[config.mk]
export PLATFORM = sky130hd
export DESIGN_NAME = sdp_x_mul_op_sched
export DESIGN_NICKNAME = d
export VERILOG_FILES = /design/src/rtl/sdp_x_mul_op_sched.sv
export SDC_FILE = /design/constraint.sdc
export NUM_CORES = 1
export LEC_CHECK = 0
export ABC_AREA = 1
export BUFFER_PORTS_ARGS = -buffer_cell sky130_fd_sc_hd__buf_4
export CORE_AREA = 2 2 225 227
export CTS_CLUSTER_DIAMETER = 120
export DETAILED_ROUTE_END_ITERATION = 8
export DIE_AREA = 0 0 227 229
export PLACE_DENSITY = 0.65
export SYNTH_ARGS = -nofsm -noshare
export SYNTH_HDL_FRONTEND = slang
export SYNTH_SLANG_ARGS = --single-unit
export TNS_END_PERCENT = 50
[constraint.sdc]
create_clock -name nvdla_core_clk -period 3.95 [get_ports nvdla_core_clk]
set_clock_uncertainty 0.2 [all_clocks]
set_input_delay 0.79 -clock nvdla_core_clk [delete_from_list [all_inputs] [get_ports nvdla_core_clk]]
set_output_delay 0.79 -clock nvdla_core_clk [all_outputs]
set_load 0.005 [all_outputs]
[src/rtl/sdp_x_mul_op_sched.sv]
// Sequences one layer of X-path multiplier operands: register constant or streamed word reused N beats.
// Latency: constant valid 1 cycle after op_start, stream valid 1 cycle after the accepted load.
// Backpressure: FETCH holds lz until vz arrives; HOLD keeps core_op stable until core_op_rdy.
module sdp_x_mul_op_sched #(
    parameter int DW      = 256,
    parameter int REUSE_W = 13,
    parameter int BEAT_W  = 32
) (
    input  logic               nvdla_core_clk,
    input  logic               nvdla_core_rst,
    input  logic               op_start,
    input  logic               cfg_mul_src,
    input  logic [15:0]        cfg_mul_const,
    input  logic [REUSE_W-1:0] cfg_mul_reuse,
    input  logic [BEAT_W-1:0]  cfg_beats,
    input  logic [DW-1:0]      chn_mul_op_rsc_z,
    input  logic               chn_mul_op_rsc_vz,
    output logic               chn_mul_op_rsc_lz,
    output logic               core_op_vld,
    output logic [DW-1:0]      core_op,
    input  logic               core_op_rdy,
    output logic               busy,
    output logic               done
);

    typedef enum logic [1:0] {
        IDLE  = 2'd0,
        FETCH = 2'd1,
        HOLD  = 2'd2,
        DONE  = 2'd3
    } state_t;

    localparam logic [REUSE_W-1:0] REUSE_ONE = REUSE_W'(1);
    localparam logic [BEAT_W-1:0]  BEAT_ONE  = BEAT_W'(1);

    state_t               state;
    logic                 src_q;
    logic [REUSE_W-1:0]   reuse_q;
    logic [REUSE_W-1:0]   reuse_cnt;
    logic [BEAT_W-1:0]    beats_q;
    logic [BEAT_W-1:0]    beat_cnt;
    logic [DW-1:0]        op_q;

    always_ff @(posedge nvdla_core_clk) begin
        if (nvdla_core_rst) begin
            state     <= IDLE;
            src_q     <= 1'b0;
            reuse_q   <= '0;
            reuse_cnt <= '0;
            beats_q   <= '0;
            beat_cnt  <= '0;
            op_q      <= '0;
        end else begin
            case (state)
                IDLE: begin
                    if (op_start) begin
                        src_q     <= cfg_mul_src;
                        reuse_q   <= cfg_mul_reuse;
                        beats_q   <= cfg_beats;
                        reuse_cnt <= '0;
                        beat_cnt  <= '0;
                        if (cfg_mul_src) begin
                            state <= FETCH;
                        end else begin
                            op_q  <= {(DW/16){cfg_mul_const}};
                            state <= HOLD;
                        end
                    end
                end
                FETCH: begin
                    if (chn_mul_op_rsc_vz) begin
                        op_q  <= chn_mul_op_rsc_z;
                        state <= HOLD;
                    end
                end
                HOLD: begin
                    if (core_op_rdy) begin
                        // Layer end wins over a reuse wrap so the last beat never triggers a fetch.
                        if (beat_cnt == beats_q) begin
                            state <= DONE;
                        end else begin
                            beat_cnt <= beat_cnt + BEAT_ONE;
                            if (reuse_cnt == reuse_q) begin
                                reuse_cnt <= '0;
                                if (src_q) begin
                                    state <= FETCH;
                                end
                            end else begin
                                reuse_cnt <= reuse_cnt + REUSE_ONE;
                            end
                        end
                    end
                end
                DONE: begin
                    state <= IDLE;
                end
                default: begin
                    state <= IDLE;
                end
            endcase
        end
    end

    assign chn_mul_op_rsc_lz = (state == FETCH);
    assign core_op_vld       = (state == HOLD);
    assign busy              = (state != IDLE);
    assign done              = (state == DONE);
    assign core_op           = op_q;

endmodule

==> results of run 1 <==
-- cells in the mapped netlist, types with 5 or more instances --
master and instances:
nand2_1 477, nand3_1 68, buf_4 7, nor2_1 466, xnor2_1 38, dfxtp_1 349
o21ai_0 48, inv_2 5, a21o_1 6, clkbuf_1 85, inv_1 46, xor2_1 22
buf_1 6, a21oi_1 563, buf_2 69
-- per-stage QoR --
step / setup slack [ns] / area [um2] / utilization [%] / hold slack [ns]
after global routing: 0.780 / 21700 / 43.7 / 0.223
after CTS: 0.756 / 21700 / 43.7 / 0.207
after floorplan: 1.95 / 15600 / - / 0.243
final: 1.01 / 21700 / 43.7 / 0.246
after global placement: 1.09 / 20400 / 41.1 / 0.260
after detailed placement: 1.10 / 20400 / 41.1 / 0.260
-- tightest hold or removal path, delay by kind of cell --
family | cells | cell delay (ns)
buf+inv | 1 | 0.08
simple gates | 2 | 0.11
-- power by group --
group | internal [mW] | leakage, nW | switching (mW)
clock network | 2.14 | 0.636 | 1.56
registers | 4.44 | 2.86 | 0.571
logic | 2.48 | 5.78 | 4.10
-- area by class of cell --
cell class                 count  area, um2  share of cell area (%)
multi-input combinational   1708       7670                    35.3
sequential                   349       6990                    32.2
timing repair buffer         620       4740                    21.8
clock buffer                  57       1180                    5.42
tap                          672        841                    3.87
inverter                      51        191                   0.882
clock inverter                11        106                   0.490
antenna                        2       5.00                  0.0231
-- worst max-delay path by stage --
stage	to	slack [ns]	depth (start not counted)
global route	chn_mul_op_rsc_lz	0.78	4
CTS	chn_mul_op_rsc_lz	0.76	4
global placement	core_op[12]	1.09	7
detailed placement	core_op[28]	1.10	7
finish	chn_mul_op_rsc_lz	1.01	4
floorplan	core_op[235]	1.95	4
-- cells by family (layout without fill, tap and decap cells) --
| logic type | count (synthesis) | after routing |
|---|---|---|
| simple gates | 1024 | 1024 |
| other cells | 0 | 2 |
| xor+xnor | 60 | 60 |
| fa+ha+maj | 2 | 2 |
| flops | 349 | 349 |
| compound gates | 622 | 622 |
| buf+inv | 220 | 739 |
-- routing by layer --
metal,up-vias,share of wire [%]
met3,149,8.1
met1,8035,41
li1,8394,-
met4,0,4.3
met5,-,0
met2,678,47
-- flip-flops by register name, indices dropped and copies added (netlist names) --
name,flops
state,2
beats_q,32
src_q,1
reuse_q,13
core_op,256
reuse_cnt,13
beat_cnt,32
-- layout by cell type, fill, tap and decap left out, types with 8 or more instances in the layout --
cell type  instances
clkbuf_1           8
nand2_1          477
clkbuf_8           8
clkbuf_16         42
buf_4            613
xor2_1            22
xnor2_1           38
a21oi_1          563
nand3_1           68
nor2_1           465
dfxtp_1          349
inv_1             46
o21ai_0           48
==> results.md, run 1 <==
- Status: finished clean
- Hold Path Depth: 3
- Hold EP: beats_q[25]
- Synth Register Bits: between 300 and 400
- Main combinational cell family by area after synthesis: simple AND/OR/NAND/NOR gates
- Clk_lat worst skew: between 0.5 and 0.6 ns
- CTS clock-pin slew for the worst setup and hold paths: around 0.060 ns
- Post-synth cell types: 28
- R2r setup slk: about 1.1 ns
- Router iterations before antenna repair: 5
- Max cap viols: 0
- Grt total ovfl: 0
- Maximum fanout along the worst path: 199
- Tmin final: 2.94 ns
- FMAX: 340 MHz
- Fin nets: 3097
- Avg Cell Area, Syn: slightly below 7 um2
- Row count: 82
- Adder-Cell Fraction of Synth Area: 0.161%
- Synth Flop Type: dfxtp_1
- FF-to-FF End: core_op[12]
- Setup violators final: 0
- GRT Total Usage: 23.9%
- Post-synthesis compound-gate area fraction: between 20% and 30%
- Routability congestion estimate from global placement: 0.958
- DR vias/cell: approximately 5.0
- Final hold vios: 0
- Initial Util: 31.4%
- Hold Startpoint: cfg_beats[25]
- Fill cell count: 5129
- Crit path cell chain: inv_2 > nor2_4 > buf_12 > buf_4
- Final ANT Viol Nets: 0
- Worst r2r src: state[1]
- First-pass GRT wire length: around 96 mm
- I/O pins: 583
- Worst setup SP type: flop
- CP bufs+invs: 3
- Slowest-stage cell, CP: dfxtp_1
- Seq/Total Area, Yosys: 44.8%
- Grt met2 use: 39.7%
- Detailed Place HPWL: 45.1 mm
- Worst Path Arrival: 1.95 ns
- Syn Std Cell Area: 0.0156 mm2
- Critical Path RT: 2.96 ns
- Core Box Area: 0.0497 mm2
- Top cell family by delay on the critical path: buffers and inverters
- DP Cell Count: 3400
- Pin count of the biggest net entering global routing: 200
- Port Buffer Count: 582
- Die Wd: approximately 230 um
- Resize count post-CTS: 0
- Routed len/inst: 18.7 um
- Static leakage: about 9.3 nW
- VDD IR max: 454 uV
- Synth top area share: 44.8%
- Via count: 17.3k
- Post-synth top area cell: dfxtp_1
- CP startpoint: state[0]
- GRT met3 Usage: 6.35%
- CTS tree: yes
- Htree depth: 2
- CP peak stage delay: between 0.4 and 0.5 ns
- Buffer count from post-CTS setup fixing: 0
- Final wirelength: 64.9 mm
- WS Path Type: reg2out
- Period utilization: 74.5%
- Die Height: ~230 um
- CTS sink count: 349
- Antenna violations before repair: 3
- Gate count of the mapped netlist: 2277
- Tot Pwr: 15.3 mW
- Xor and xnor area share after synthesis: 3.37%
- Worst R2R Path Depth: 7
- Min-Delay Path Class: in2reg
- Unrepaired setup endpoints after global routing: no
- CTS Hold Bufs: 0
- Slew headroom: between 10% and 20%
- Final cell count without fillers: 3470
- Yosys warns: 0
- Vias in the first global route: 16.5k
- Post-synth net total: 2602
- Maximum buffer depth of the clock tree: 3
- Setup TNS Final: 0 ns
- Final Max Slew Viols: 0
- Met1 GRT Util: 29.0%
- Post-synth EDFFs: 0
- Grt peak-use layer: met2
- DRT iter0 DRCs: 1321
- Synth area leaders: dfxtp_1 45%, a21oi_1 18%, nand2_1 11%
- Worst slew pin tran: 1.23 ns
- Pwr per Cell Area: 704 mW/mm2
- Fraction of registers with async set/reset: 0%
- Root buf cell: clkbuf_16
- Share of layout cells above drive strength 1: 24.8%
- Simple-gate area share of the yosys netlist: 25.5%
- Multiplexer share of the synthesized area: 0%
- Area delta synth->final: 39.3%
- CTS Buf Count: 42
- DRC viols: 0
- Die ar.: 0.0520 mm2
- CP Capture Type: primary output
Note: power is estimated with default switching activity, not from simulation.
==> run 2, diff against run 1 <==
--- a/config.mk
+++ b/config.mk
@@ -7,10 +7,10 @@
 export LEC_CHECK = 0
 export ABC_AREA = 1
 export BUFFER_PORTS_ARGS = -buffer_cell sky130_fd_sc_hd__buf_4
-export CORE_AREA = 2 2 225 227
+export CORE_AREA = 2 2 227 229
 export CTS_CLUSTER_DIAMETER = 120
 export DETAILED_ROUTE_END_ITERATION = 8
-export DIE_AREA = 0 0 227 229
+export DIE_AREA = 0 0 229 231
 export PLACE_DENSITY = 0.65
 export SYNTH_ARGS = -nofsm -noshare
 export SYNTH_HDL_FRONTEND = slang
==> constraint.sdc (replaced) <==
create_clock -name nvdla_core_clk -period 3 [get_ports nvdla_core_clk]
set_clock_uncertainty 0.2 [all_clocks]
set_input_delay 0.6 -clock nvdla_core_clk [delete_from_list [all_inputs] [get_ports nvdla_core_clk]]
set_output_delay 0.6 -clock nvdla_core_clk [all_outputs]
set_load 0.005 [all_outputs]
==> results.md, run 2 (same netlist as run 1, synthesis figures left out) <==
- I/O pins: 583
- Worst slew pin tran: about 1.0 ns
- Router iterations before antenna repair: 5
- Setup TNS Final: 0 ns
- Hold EP: beats_q[21]
- Routability congestion estimate from global placement: a little over 0.9
- Maximum fanout along the worst path: 181
- Htree depth: 2
- Die ar.: 0.0529 mm2
- DRT iter0 DRCs: 1294
- CTS clock-pin slew for the worst setup and hold paths: 0.06 ns
- CTS Buf Count: between 40 and 50
- Routed len/inst: 18.2 um
- Port Buffer Count: 582
- GRT Total Usage: 23.0%
- CTS tree: yes
- Die Height: 231 um
- WS Path Type: reg2out
- CTS sink count: 349
- Detailed Place HPWL: 44.1 mm
- Period utilization: 93.9%
- Pin count of the biggest net entering global routing: 183
- Grt total ovfl: 0
- Crit path cell chain: inv_2 > nor2_4 > buf_16 > buf_4
- Hold Startpoint: cfg_beats[21]
- Slowest-stage cell, CP: dfxtp_1
- Hold Path Depth: 3
- Unrepaired setup endpoints after global routing: no
- FF-to-FF End: core_op[28]
- Final ANT Viol Nets: 0
- Setup violators final: 0
- Final Max Slew Viols: 0
- Commonest non-fill, non-tap cells in the layout: 614 x buf_4, 563 x a21oi_1, 477 x nand2_1, 465 x nor2_1, 349 x dfxtp_1
- CP Capture Type: primary output
- Commonest non-fill, non-tap cell in the layout: buf_4
- Min-Delay Path Class: in2reg
- Via count: approximately 17k
- Status: finished clean
- Static leakage: ~9.4 nW
- Worst r2r src: state[0]
- Slew headroom: 33.0%
- Core Box Area: 0.0507 mm2
- Worst R2R Path Depth: 10
- DR vias/cell: between 4 and 5
- Clk_lat worst skew: 0.57 ns
- FMAX: 355 MHz
- Root buf cell: clkbuf_16
- Maximum buffer depth of the clock tree: 3
- Tot Pwr: just over 20 mW
- Fin nets: 3105
- DRC viols: 0
- Final wirelength: 63.6 mm
- Die Wd: 229 um
- Max reg flops: 256
- Row count: 83
- Antenna violations before repair: 3
- VDD IR max: 633 uV
- Area delta synth->final: 41.1%
- Vias in the first global route: 15.6k
- Initial Util: between 30% and 40%
- CP bufs+invs: 3
- R2r setup slk: 0.54 ns
- Fill cell count: 5329
- Share of layout cells above drive strength 1: 25.3%
- Pwr per Cell Area: 934 mW/mm2
- Top cell family by delay on the critical path: buffers and inverters
- Final hold vios: 0
- Critical Path RT: roughly 2.2 ns
- First-pass GRT wire length: approximately 94 mm
- Max cap viols: 0
- Worst setup SP type: flop
- Tmin final: 2.82 ns
- CP peak stage delay: ~0.47 ns
- Worst Path Arrival: 2.02 ns
-- run 2: changes by cell type in the layout (fill, tap and decap cells not counted), sizes merged --
cell / change
inv: -2
bufinv: +1
buf: +9
clkinvlp: +2
clkinv: +6
-- run 2: timing repair --
action	CTS	global route
buffers inserted	0	0
endpoints found under the setup margin	0	1
hold buffers	0	0
resized for setup	0	1
-- run 2: report_power, final --
part / switching (mW) / internal (mW)
Clock: 2.11 / 3.06
Sequential: 0.743 / 5.85
Combinational: 5.39 / 3.41
Total: 8.24 / 12.3
-- run 2: through the flow --
stage               area [um2]  utilization [%]  hold WS, ns  setup WS [ns]  instances
global route             22000             43.4       0.0404        0.00830       3494
detailed placement       20600             40.6        0.263          0.497       3416
CTS                      22000             43.4       0.0158         0.0565       3492
finish                   22000             43.4       0.0488          0.184       3494
global placement         20600             40.6        0.260          0.541       3416
floorplan                15600                -        0.243           1.08       2277
-- run 2: worst max path at each step --
| stage | from | to | cells past startpoint | slack (ns) |
|---|---|---|---|---|
| 6_report | state[0] | chn_mul_op_rsc_lz | 4 | 0.18 |
| 5_1_grt | state[0] | chn_mul_op_rsc_lz | 4 | 0.008 |
| 4_1_cts | state[0] | chn_mul_op_rsc_lz | 4 | 0.06 |
| 3_5_place_dp | cfg_mul_src | core_op[240] | 6 | 0.50 |
| 3_3_place_gp | cfg_mul_src | core_op[28] | 7 | 0.54 |
| 2_1_floorplan | beat_cnt[0] | beat_cnt[28] | 11 | 1.08 |
-- run 2: cell type report --
type / instances / area, um2 / share of cell area [%]
diodes: 2 / 5.00 / 0.0227
flip-flops and latches: 349 / 6990 / 31.8
well taps: 680 / 851 / 3.87
inverters: 51 / 191 / 0.870
clock buffers: 58 / 1230 / 5.60
repair buffers: 628 / 4890 / 22.2
multi-input cells: 1708 / 7670 / 34.8
clock inverters: 18 / 175 / 0.796
-- run 2: worst min-delay path, delay by kind of cell --
kind | cells | cell delay (ns)
buffers and inverters | 1 | 0.07
and+or+nand+nor | 2 | 0.11
-- run 2: per-layer routing --
layer	global-route usage (%)	vias up	wire (um)
met1	28.9	7678	26300
met5	0	-	0
li1	-	8404	-
met4	8.08	0	2000
met2	37.6	636	29900
met3	6.51	97	5430
==> run 3, diff against run 2 <==
--- a/config.mk
+++ b/config.mk
@@ -6,12 +6,12 @@
 export NUM_CORES = 1
 export LEC_CHECK = 0
 export ABC_AREA = 1
-export BUFFER_PORTS_ARGS = -buffer_cell sky130_fd_sc_hd__buf_4
+export BUFFER_PORTS_ARGS = -buffer_cell sky130_fd_sc_hd__buf_2
 export CORE_AREA = 2 2 227 229
 export CTS_CLUSTER_DIAMETER = 120
 export DETAILED_ROUTE_END_ITERATION = 8
 export DIE_AREA = 0 0 229 231
-export PLACE_DENSITY = 0.65
+export PLACE_DENSITY = 0.63
 export SYNTH_ARGS = -nofsm -noshare
 export SYNTH_HDL_FRONTEND = slang
 export SYNTH_SLANG_ARGS = --single-unit
==> results.md, run 3 (same netlist as run 1, synthesis figures left out) <==
- Status: finished clean
- Worst Path Arrival: 1.99 ns
- Final wirelength: 62.6 mm
- Static leakage: 9.17 nW
- Routability congestion estimate from global placement: 0.895
- WS Path Type: reg2out
- FMAX: between 300 and 400 MHz
- Fill cell count: 5481
- Register area: approximately 0.007 mm2
- Routed len/inst: 17.9 um
- CTS Buf Count: between 40 and 50
- Worst setup SP type: flop
- CTS Hold Bufs: 0
- VDD IR max: 588 uV
- Tot Pwr: 20.0 mW
- Critical Path Stages: 4
- Final Max Slew Viols: 0
- Core Box Area: 0.0507 mm2
- Root buf cell: clkbuf_16
- DR vias/cell: 4.85
- Die Height: 231 um
- Hold EP: beats_q[19]
- Detailed Place HPWL: about 44 mm
- First-pass GRT wire length: 92.1 mm
- Worst r2r src: state[0]
- DRC viols: 0
- Slowest-stage cell, CP: dfxtp_1
- Commonest non-fill, non-tap cell in the layout: buf_2
- Worst R2R Path Depth: 11
- GRT Total Usage: 22.4%
- Max cap viols: 0
- CP bufs+invs: 3
- Setup TNS Final: 0 ns
- CP peak stage delay: 0.46 ns
- Crit path cell chain: inv_2 > nor2_4 > buf_12 > buf_2
- Grt total ovfl: 0
- FF-to-FF End: core_op[117]
- Final ANT Viol Nets: 0
- Period utilization: 92.9%
- Antenna violations before repair: 5
- Min-Delay Path Class: in2reg
- Die ar.: ~0.053 mm2
- R2r setup slk: 0.45 ns
- Via count: 17.0k
- Max reg flops: 256
- Worst slew pin tran: slightly above 0.9 ns
- Placed cell areas: 0.0193 mm2
- Initial Util: between 30% and 40%
- Fin nets: 3111
- Top cell family by delay on the critical path: buffers and inverters
- Tmin final: 2.79 ns
- Vias in the first global route: 15.5k
- Die Wd: roughly 230 um
- Port Buffer Count: between 500 and 600
- CTS clock-pin slew for the worst setup and hold paths: 0.06 ns
- Pwr per Cell Area: 967 mW/mm2
- CTS tree: yes
- Share of layout cells above drive strength 1: 25.3%
- Area delta synth->final: 32.6%
- Row count: 83
- Clk_lat worst skew: about 0.55 ns
- Resize count post-CTS: 0
- Setup violators final: 0
- CP Capture Type: primary output
- Htree depth: 2
- Maximum fanout along the worst path: 160
- Commonest non-fill, non-tap cells in the layout: 581 x buf_2, 563 x a21oi_1, 477 x nand2_1, 465 x nor2_1, 349 x dfxtp_1
- Slew headroom: 38.9%
- Final Cell Area: 0.0207 mm2
- Pin count of the biggest net entering global routing: 161
- CTS sink count: around 350
- Final hold vios: 0
- Hold Startpoint: cfg_beats[19]
- Maximum buffer depth of the clock tree: 3
- Buffer count from post-CTS setup fixing: 0
- Unrepaired setup endpoints after global routing: no
- Multi-input gate area: 0.00767 mm2
- Hold Path Depth: 3
- Critical Path RT: between 2 and 2.5 ns
- DRT iter0 DRCs: between 1k and 1.5k
- I/O pins: ~580
- Router iterations before antenna repair: 5
## run 3: cell count changes in the layout (fill, tap and decap cells not counted), moves of 2 or more
cell,change
buf_2,+581
clkinv_8,-2
diode_2,+3
buf_12,+11
buf_4,-584
clkbuf_8,+2
clkbuf_1,+5
clkinv_2,-5
## run 3: cell type report
cell class              count  share of cell area (%)
inverters                  51                   0.926
diodes                      5                  0.0605
clock buffers              65                    6.18
multi-input cells        1708                    37.1
well taps                 680                    4.11
clock inverters             9                   0.387
repair buffers            635                    17.5
flip-flops and latches    349                    33.8
## run 3: power by group
part / switching [mW] / leakage [nW] / internal [mW]
combinational: 5.42 / 5.64 / 2.98
clock: 2.04 / 0.671 / 3.01
sequential: 0.707 / 2.86 / 5.85
total: 8.17 / 9.17 / 11.8
## run 3: layer usage
metal  up-vias  global-route usage (%)  share of wire [%]
met3       111                    5.52                8.0
li1       8421                       -                  -
met4         0                    8.40                3.2
met5         -                       0                  0
met2       667                    36.4                 47
met1      7789                    28.6                 42
## run 3: worst min-delay path: cells and delay by family
kind / cells / cell delay, ns
simple gates: 2 / 0.11
buf+inv: 1 / 0.08
## run 3: stage by stage
stage | setup slack (ns) | hold slack, ns | utilization, % | std cells
after global routing | 0.0364 | 0.0556 | 40.8 | 3501
after global placement | 0.517 | 0.260 | 38.1 | 3423
after CTS | 0.0850 | 0.0296 | 40.8 | 3497
after detailed placement | 0.491 | 0.264 | 38.1 | 3423
after floorplan | 1.08 | 0.243 | - | 2277
final | 0.213 | 0.0719 | 40.8 | 3502
## run 3: how the worst max path moves through the flow
stage	start	to	slack, ns
floorplan	beat_cnt[0]	beat_cnt[28]	1.08
global placement	state[0]	core_op[119]	0.52
detailed placement	state[0]	core_op[117]	0.49
CTS	state[0]	chn_mul_op_rsc_lz	0.08
global route	state[0]	chn_mul_op_rsc_lz	0.04
finish	state[0]	chn_mul_op_rsc_lz	0.21
